<file path="config.mk">
export PLATFORM = sky130hd
export DESIGN_NAME = paddle_input_arbiter
export DESIGN_NICKNAME = d
export VERILOG_FILES = /design/src/rtl/paddle_input_arbiter.sv
export SDC_FILE = /design/constraint.sdc
export NUM_CORES = 1
export LEC_CHECK = 0
export BUFFER_PORTS_ARGS = -buffer_cell sky130_fd_sc_hd__buf_2
export CAP_MARGIN = 20
export CORE_ASPECT_RATIO = 0.5
export CORE_MARGIN = 1
export CORE_UTILIZATION = 30
export DETAILED_ROUTE_END_ITERATION = 10
export GPL_TIMING_DRIVEN = 0
export PLACE_DENSITY = 0.48
export RECOVER_POWER = 100
export SLEW_MARGIN = 20
export SYNTH_ARGS = -nofsm -noshare
export SYNTH_HDL_FRONTEND = slang
export SYNTH_SLANG_ARGS = --single-unit
</file>
<file path="constraint.sdc">
create_clock -name clk -period 1.9 [get_ports clk]
set_input_delay 0.38 -clock clk [delete_from_list [all_inputs] [get_ports clk]]
set_output_delay 0.38 -clock clk [all_outputs]
set_load 0.005 [all_outputs]
</file>
<file path="src/rtl/paddle_input_arbiter.sv">
// Purpose : per-paddle arbitration of PS/2, UART and button commands into clean up/down levels.
// Latency : 1 cycle to grant, 1 cycle from granted level to pad_up/pad_dn, any_press 1 cycle after the pad edge.
// Backpress: none; all inputs are levels or pulses sampled every cycle, and nothing is ever stalled.
//
// Ports:
//   clk, reset_n         system clock, asynchronous active-low reset
//   frame_tick           one-cycle pulse per video frame; paces the hold and idle counters
//   ps2_up/ps2_dn        PS/2 keyboard levels, bit p = paddle p
//   uart_up/uart_dn      UART key commands, one-cycle pulses, stretched internally
//   btn_up/btn_dn        debounced board button levels
//   pad_up/pad_dn        registered, arbitrated paddle levels
//   owner                [2p+1:2p] owner of paddle p: 0 none, 1 PS2, 2 UART, 3 BTN
//   any_press            one-cycle pulse after any pad_up/pad_dn bit rises
//
// Build option: define PADDLE_PREEMPT_EN to let a strictly higher-priority source take an
// owned paddle immediately. Without it the owner keeps the paddle until the idle timeout.
// Parameter constraint: LOCK_TICKS < 2**CW.

module paddle_input_arbiter #(
  parameter int unsigned HOLD_TICKS = 8,
  parameter int unsigned LOCK_TICKS = 120,
  parameter int unsigned CW         = 8
) (
  input  logic       clk,
  input  logic       reset_n,
  input  logic       frame_tick,
  input  logic [1:0] ps2_up,
  input  logic [1:0] ps2_dn,
  input  logic [1:0] uart_up,
  input  logic [1:0] uart_dn,
  input  logic [1:0] btn_up,
  input  logic [1:0] btn_dn,
  output logic [1:0] pad_up,
  output logic [1:0] pad_dn,
  output logic [3:0] owner,
  output logic       any_press
);

  typedef enum logic {
    FREE  = 1'b0,
    OWNED = 1'b1
  } state_e;

  // Source codes double as priority: a smaller non-zero code wins.
  localparam logic [1:0] SRC_NONE = 2'd0;
  localparam logic [1:0] SRC_PS2  = 2'd1;
  localparam logic [1:0] SRC_UART = 2'd2;
  localparam logic [1:0] SRC_BTN  = 2'd3;

  localparam logic [CW-1:0] HOLD_CNT = CW'(HOLD_TICKS);
  localparam logic [CW-1:0] LOCK_CNT = CW'(LOCK_TICKS);

  genvar p;
  for (p = 0; p < 2; p++) begin : g_pad

    state_e        state_q, state_d;
    logic [1:0]    owner_q, owner_d;
    logic [CW-1:0] hold_q, hold_d;
    logic [CW-1:0] idle_q, idle_d;
    logic          dir_up_q, dir_up_d;
    logic          pad_up_q, pad_up_d;
    logic          pad_dn_q, pad_dn_d;

    logic          uart_up_lvl, uart_dn_lvl;
    logic          act_ps2, act_uart, act_btn;
    logic [3:0]    src_up, src_dn;
    logic [1:0]    grant;
    logic          own_up, own_dn, own_act;
    logic          preempt;

    // UART stretch: a pulse latches its direction and (re)loads the hold counter.
    // Up wins when both pulses land together.
    always_comb begin
      dir_up_d = dir_up_q;
      hold_d   = hold_q;
      if (uart_up[p] || uart_dn[p]) begin
        dir_up_d = uart_up[p];
        hold_d   = HOLD_CNT;
      end else if (frame_tick && (hold_q != '0)) begin
        hold_d = hold_q - CW'(1);
      end
    end

    assign uart_up_lvl = (hold_q != '0) &&  dir_up_q;
    assign uart_dn_lvl = (hold_q != '0) && !dir_up_q;

    // Bit index equals the source code; bit 0 (no owner) is never active.
    assign src_up = {btn_up[p], uart_up_lvl, ps2_up[p], 1'b0};
    assign src_dn = {btn_dn[p], uart_dn_lvl, ps2_dn[p], 1'b0};

    assign act_ps2  = ps2_up[p] | ps2_dn[p];
    assign act_uart = uart_up_lvl | uart_dn_lvl;
    assign act_btn  = btn_up[p] | btn_dn[p];

    always_comb begin
      grant = SRC_NONE;
      if (act_ps2) begin
        grant = SRC_PS2;
      end else if (act_uart) begin
        grant = SRC_UART;
      end else if (act_btn) begin
        grant = SRC_BTN;
      end
    end

    assign own_up  = src_up[owner_q];
    assign own_dn  = src_dn[owner_q];
    assign own_act = own_up | own_dn;

`ifdef PADDLE_PREEMPT_EN
    assign preempt = (grant != SRC_NONE) && (grant < owner_q);
`else
    assign preempt = 1'b0;
`endif

    // Ownership FSM. The release cycle only clears the owner; the waiting source is
    // granted by the FREE branch on the following cycle.
    always_comb begin
      state_d = state_q;
      owner_d = owner_q;
      idle_d  = idle_q;
      if (state_q == FREE) begin
        if (grant != SRC_NONE) begin
          state_d = OWNED;
          owner_d = grant;
          idle_d  = '0;
        end
      end else begin
        if (preempt) begin
          owner_d = grant;
          idle_d  = '0;
        end else if (idle_q == LOCK_CNT) begin
          state_d = FREE;
          owner_d = SRC_NONE;
          idle_d  = '0;
        end else if (own_act) begin
          idle_d = '0;
        end else if (frame_tick && (idle_q < LOCK_CNT)) begin
          idle_d = idle_q + CW'(1);
        end
      end
    end

    // Only the owner reaches the pins; up and down together cancel out.
    always_comb begin
      pad_up_d = (state_q == OWNED) && own_up && !own_dn;
      pad_dn_d = (state_q == OWNED) && own_dn && !own_up;
    end

    always_ff @(posedge clk or negedge reset_n) begin
      if (!reset_n) begin
        state_q  <= FREE;
        owner_q  <= SRC_NONE;
        hold_q   <= '0;
        idle_q   <= '0;
        dir_up_q <= 1'b0;
        pad_up_q <= 1'b0;
        pad_dn_q <= 1'b0;
      end else begin
        state_q  <= state_d;
        owner_q  <= owner_d;
        hold_q   <= hold_d;
        idle_q   <= idle_d;
        dir_up_q <= dir_up_d;
        pad_up_q <= pad_up_d;
        pad_dn_q <= pad_dn_d;
      end
    end

  end : g_pad

  assign pad_up = {g_pad[1].pad_up_q, g_pad[0].pad_up_q};
  assign pad_dn = {g_pad[1].pad_dn_q, g_pad[0].pad_dn_q};
  assign owner  = {g_pad[1].owner_q,  g_pad[0].owner_q};

  // Edge detect on the registered pad levels; several bits rising together give one pulse.
  logic [1:0] pad_up_prev_q, pad_up_prev_d;
  logic [1:0] pad_dn_prev_q, pad_dn_prev_d;
  logic       any_press_q, any_press_d;

  always_comb begin
    pad_up_prev_d = pad_up;
    pad_dn_prev_d = pad_dn;
    any_press_d   = |((pad_up & ~pad_up_prev_q) | (pad_dn & ~pad_dn_prev_q));
  end

  always_ff @(posedge clk or negedge reset_n) begin
    if (!reset_n) begin
      pad_up_prev_q <= '0;
      pad_dn_prev_q <= '0;
      any_press_q   <= 1'b0;
    end else begin
      pad_up_prev_q <= pad_up_prev_d;
      pad_dn_prev_q <= pad_dn_prev_d;
      any_press_q   <= any_press_d;
    end
  end

  assign any_press = any_press_q;

endmodule

</file>
# == Yosys cells after proc, flatten, opt, wreduce, memory -nomap -nowiden ==
# Index checks and enable logic that the tools add are counted.
# W data, S select, Z words.
# totals
ff_bits,49
in_bits,15
output_inout_bits,9
word_cells,121
# classes
reduce_logical,37
n_bitwise,13
mux,40
n_lt_le_gt_ge,4
eq_ne,6
add_sub_neg,4
# ops
op,n
$mux W8,14
$mux W2,12
$add A8 B1 Y8 const B,2
$eq A8 B7 Y1 const B,2
$logic_and A1 B1 Y1,16
$lt A8 B7 Y1 const B,2
$reduce_bool A8 Y1,2
$sub A8 B1 Y8 const B,2
$reduce_bool A2 Y1,6
$mux W1,10
$bmux W1 S2,4
$ne A4 B1 Y1 const B,2
$or A1 B1 Y1,8
$reduce_and A2 Y1,4
$logic_not A1 Y1,6
$lt A2 B3 Y1 const B,2
$and A2 B2 Y2,2
$ne A2 B1 Y1 const B,2
$not A2 Y2,2
$logic_or A1 B1 Y1,2
$or A2 B2 Y2,1
$reduce_or A2 Y1,1

# == Logic depth before layout (Yosys ltp) ==
# depth
word_depth,8
depth_mapped,8
mapped_depth_nobuf,7

# == Least setup slack after synthesis ==
# Ideal clock, no wire load.
# synth_path
path_type,reg-to-reg
from,register g_pad[1].hold_q[0]
to,register g_pad[1].idle_q[5]
setup_ps,110
path_buffers,1
setup_slack_ps,-105
period_less_slack_ps,2005
stages_incl_launch_ff,9
arrival_ps,1894
required_ps,1790
cell_sequence,dfrtp_1 -> inv_1 -> ha_1 -> or3b_2 -> or2_1 -> buf_6 -> and3b_2 -> o2bb2a_4 -> o41ai_1
# synth_via
elab_chain_len,8
word_cells_on_any_way,18
cone_classes,eq/ne: 1; mux: 9; bitwise: 2; reduce/logical: 6
# synth_lines
element,line_no,source
"start, declared",58,"logic [CW-1:0] hold_q, hold_d;"
"start signal, assigned",162,hold_q <= hold_d;
$reduce_bool A8 Y1 (*),"84, 85",
$logic_and A1 B1 Y1 (on tied branches),"84, 85",
"$bmux W1 S2, or another cell as far along",106,assign own_up = src_up[owner_q];
"$mux W1 (implied by the code), or another cell as far along",106,
$or A1 B1 Y1 or $mux W2 (tied branches),"108, 97",
$mux W8 or $reduce_bool A2 Y1 (tied branches),"136, 123",
$mux W8 or $reduce_bool A2 Y1 (tied branches),--,
$mux W8 or $reduce_and A2 Y1 (tied branches),--,
"end signal, assigned",163,idle_q <= idle_d;
"end, declared",59,"logic [CW-1:0] idle_q, idle_d;"
# Mark *: on every way between the ends. The rest lies on a longest branch, timed or not. The select of a mux whose other input is x is not followed.
# A chain may end at the register's enable or synchronous reset.

# == Worst setup path in the final report ==
# layout_path
from,register g_pad[0].hold_q[0]
to,register g_pad[0].idle_q[5]
# layout_via
elab_chain_len,8
word_cells_on_any_way,18
cone_classes,eq/ne: 1; mux: 9; bitwise: 2; reduce/logical: 6
# layout_lines
element,line_no
"start, declared",58
"start signal, assigned",162
$reduce_bool A8 Y1 (*),"84, 85"
$logic_and A1 B1 Y1 (on tied branches),"84, 85"
"$bmux W1 S2, or another cell as far along",106
"$mux W1 (implied by the code), or another cell as far along",106
$or A1 B1 Y1 or $mux W2 (tied branches),"108, 97"
$mux W8 or $reduce_bool A2 Y1 (tied branches),"136, 123"
$mux W8 or $reduce_bool A2 Y1 (tied branches),--
$mux W8 or $reduce_and A2 Y1 (tied branches),--
"end signal, assigned",163
"end, declared",59
# Marked as above.

==> metrics <==
status=finished, violations left; failing checks=DRC, setup timing; Primary FF master, synth=dfrtp_1; maximum fanout along the worst path=4; Boundary Pins=24; Power per Cell Area=699 nW/µm²; reg2reg path depth=8; cell taking the most area after synthesis=dfrtp_1; Crit Path Class=reg2reg; Tmin final=1.95 ns; Synth Cell Area=2790 µm²; asr flop ratio synth=1.00; clk slew on worst S/H paths=0.07 ns; WHS=0.267 ns; CTS tree=built; slowest library cell on the worst path=dfrtp_1; post-route cell area=3650 µm²; Synth top area share=0.439; maximum VDD drop=0.317 mV; largest net degree at the start of global routing=50; RSZ-0062 raised after global routing=true; CP Cell Sequence=inv_2 > ha_4 > nor3b_4 > nand2_4 > buf_4 > a31o_2 > o41ai_2 > o2bb2ai_2; Hold Buf Count CTS=0; initial drt markers=136; average wire per standard cell=14.9 µm; die area=9720 µm²; Compound-Gate Fraction of Synth Area=0.191; clk_skew=0.00703 ns; Critical Path Sink Type=flip-flop; placed inst area=3070 µm²; fin worst setup slack=-0.0471 ns; gr usage total=0.147; EDFF count, synth=0; antenna viol nets, final=0; simple logic cell fraction of the synthesized area=0.227; PortBufs=23; drt drc=2; grt total ovfl=0; TritonCTS Buffers=5; # clock sinks=49; placer congestion estimate=0.780; Cells after Synth=273; Synth area leaders=dfrtp_1 44%, ha_1 3.6%, inv_1 3.0%; share of layout cells above drive strength 1=0.364; Net Count, Synth=296; biggest registers after layout=g_pad.hold_q: 16 flops, g_pad.idle_q: 16 flops, g_pad.owner_q: 4 flops; n_diodes=0; clk root buf=clkbuf_16; Area growth, synth to finish=30.6%; Vias/cell=5.03; max incr delay on CP=0.40 ns; Static Leak=1.51 nW; post-synth cell types=68; Die Ht=70.2 µm; WP data arrival=2.16 ns; WL final=6.68 mm; Mean Syn Cell Area=10.2 µm²; hpwl dp=4.27 mm; #FFs+latches synth=49; final setup violation count=4; vias in the first global route=2315; clk_lat worst skew=0.29 ns; Synth top cells by count=49 x dfrtp_1, 22 x inv_1, 19 x nor2_1; Worst EP required=2.12 ns; Clock Tree Buf Depth=2; Starting Density=0.315; relative slew slack=0.154; placed cell count=413; multiplexer share of the synthesized area=0.0184; hold path cells=2; sequential area share after synthesis=0.439; Slew @ Worst Pin=1.27 ns; post-route clock period utilization=1.02; vias=2257; placeable core region=8860 µm²; Synth Area in Adders=0.0358; Pre-antenna DRT Iters=8; non-filler instance count after layout=449; Syn. warnings=0; Startpoint Class=flip-flop; largest family of logic cells by synthesized area=simple AND/OR/NAND/NOR gates; Achievable Freq=514 MHz; Final Hold Vio Count=0; Die X=138 µm; first-pass GRT wire length=11.3 mm; max_cap viols=0; Final nets=354; Final Max Slew Viols=0; initial antenna violation count=0; Site Rows=24; H-tree level count=2; xor and xnor area share after synthesis=0.0345; worst hold path class=in2reg; pre-CTS WS=-0.271 ns; most frequent cell after synthesis=dfrtp_1
## cells in the final DEF (no fill, tap or decap), types with 3 or more instances in the layout
master,synthesis,final
nor2_1,19,17
dfrtp_1,49,47
clkbuf_16,0,5
nand2_1,17,16
or3_2,4,4
ha_1,8,6
nor3_1,11,10
o21ai_0,11,9
nor4_1,5,5
buf_2,0,17
or2_2,3,3
nand3_1,7,6
mux2i_1,4,4
a21o_1,4,4
a311oi_1,3,3
inv_1,22,18
clkbuf_4,0,4
o311ai_2,3,4
a21oi_1,11,9
xor2_1,5,5
nand4_1,3,3
clkbuf_1,2,6
nor3b_1,6,5
xnor2_1,6,6
buf_4,4,26
inv_2,0,4
buf_6,2,5
or4_4,2,4
nand2b_1,3,3
## worst max-delay path, delay by kind of cell (launching register included)
kind	cells	cell delay, ns
buf+inv	2	0.25
fa+ha+maj	1	0.13
simple gates	2	0.34
flops	1	0.40
compound gates	3	0.74
## where the power goes
part | internal (W) | total, W | switching [W]
logic | 0.000211 | 0.000455 | 0.000243
registers | 0.00109 | 0.00113 | 0.0000433
clock network | 0.000559 | 0.000963 | 0.000404
total | 0.00186 | 0.00255 | 0.000691
## kinds of logic (layout without fill, tap and decap cells)
| kind of cell | after synthesis | after routing |
|---|---|---|
| adder cells (fa/ha/maj) | 8 | 8 |
| AND/OR/NAND/NOR | 104 | 104 |
| XOR/XNOR | 11 | 11 |
| flip-flops | 49 | 49 |
| AO/OA/AOI/OAI | 64 | 64 |
| buffers and inverters | 32 | 91 |
| multiplexers | 5 | 5 |
## stage by stage
step	util	TNS (ns)	power (W)
final	0.412	-0.129	0.00255
after detailed placement	0.346	-2.93	0.00149
after global placement	0.346	-2.99	0.00149
after floorplan	-	0	0.00137
after CTS	0.390	-0.0418	0.00253
after global routing	0.412	-0.981	0.00268
## final cells by class
type,count,area [µm²]
Buffer,8,52.6
Clock buffer,7,153
Clock inverter,1,5.00
Fill cell,852,5210
Inverter,22,82.6
Multi-Input combinational cell,192,1630
Sequential cell,49,1230
Tap cell,117,146
Timing Repair Buffer,53,349
## final timing paths
| path | start | end | slack [ns] |
|---|---|---|---|
| min reg2reg | g_pad[1].pad_up_q | pad_up_prev_q[1] | 0.40 |
| min | uart_up[0] | g_pad[0].dir_up_q | 0.27 |
| max reg2reg | g_pad[0].hold_q[0] | g_pad[0].idle_q[5] | -0.05 |
| max | g_pad[0].hold_q[0] | g_pad[0].idle_q[5] | -0.05 |
| min in group asynchronous | reset_n | g_pad[0].owner_q[1] | 0.35 |
| max in group asynchronous | reset_n | g_pad[0].hold_q[4] | 0.71 |
## routing by layer
metal  track usage  vias up  share of wire
li1              -     1122              -
met1         0.191     1106           0.50
met2         0.243       24           0.46
met3        0.0384        5          0.029
met4        0.0412        0          0.011
met5             0        -              0
## repair_timing
item / 4_1_cts / 5_1_grt
resized for setup: 18 / 28
buffers inserted: 18 / 13
endpoints found under the hold margin: 0 / 0
setup endpoints to repair: 21 / 27
cloned: 0 / 0
pin swaps: 17 / 25
Power figures use the tool's default switching activity.
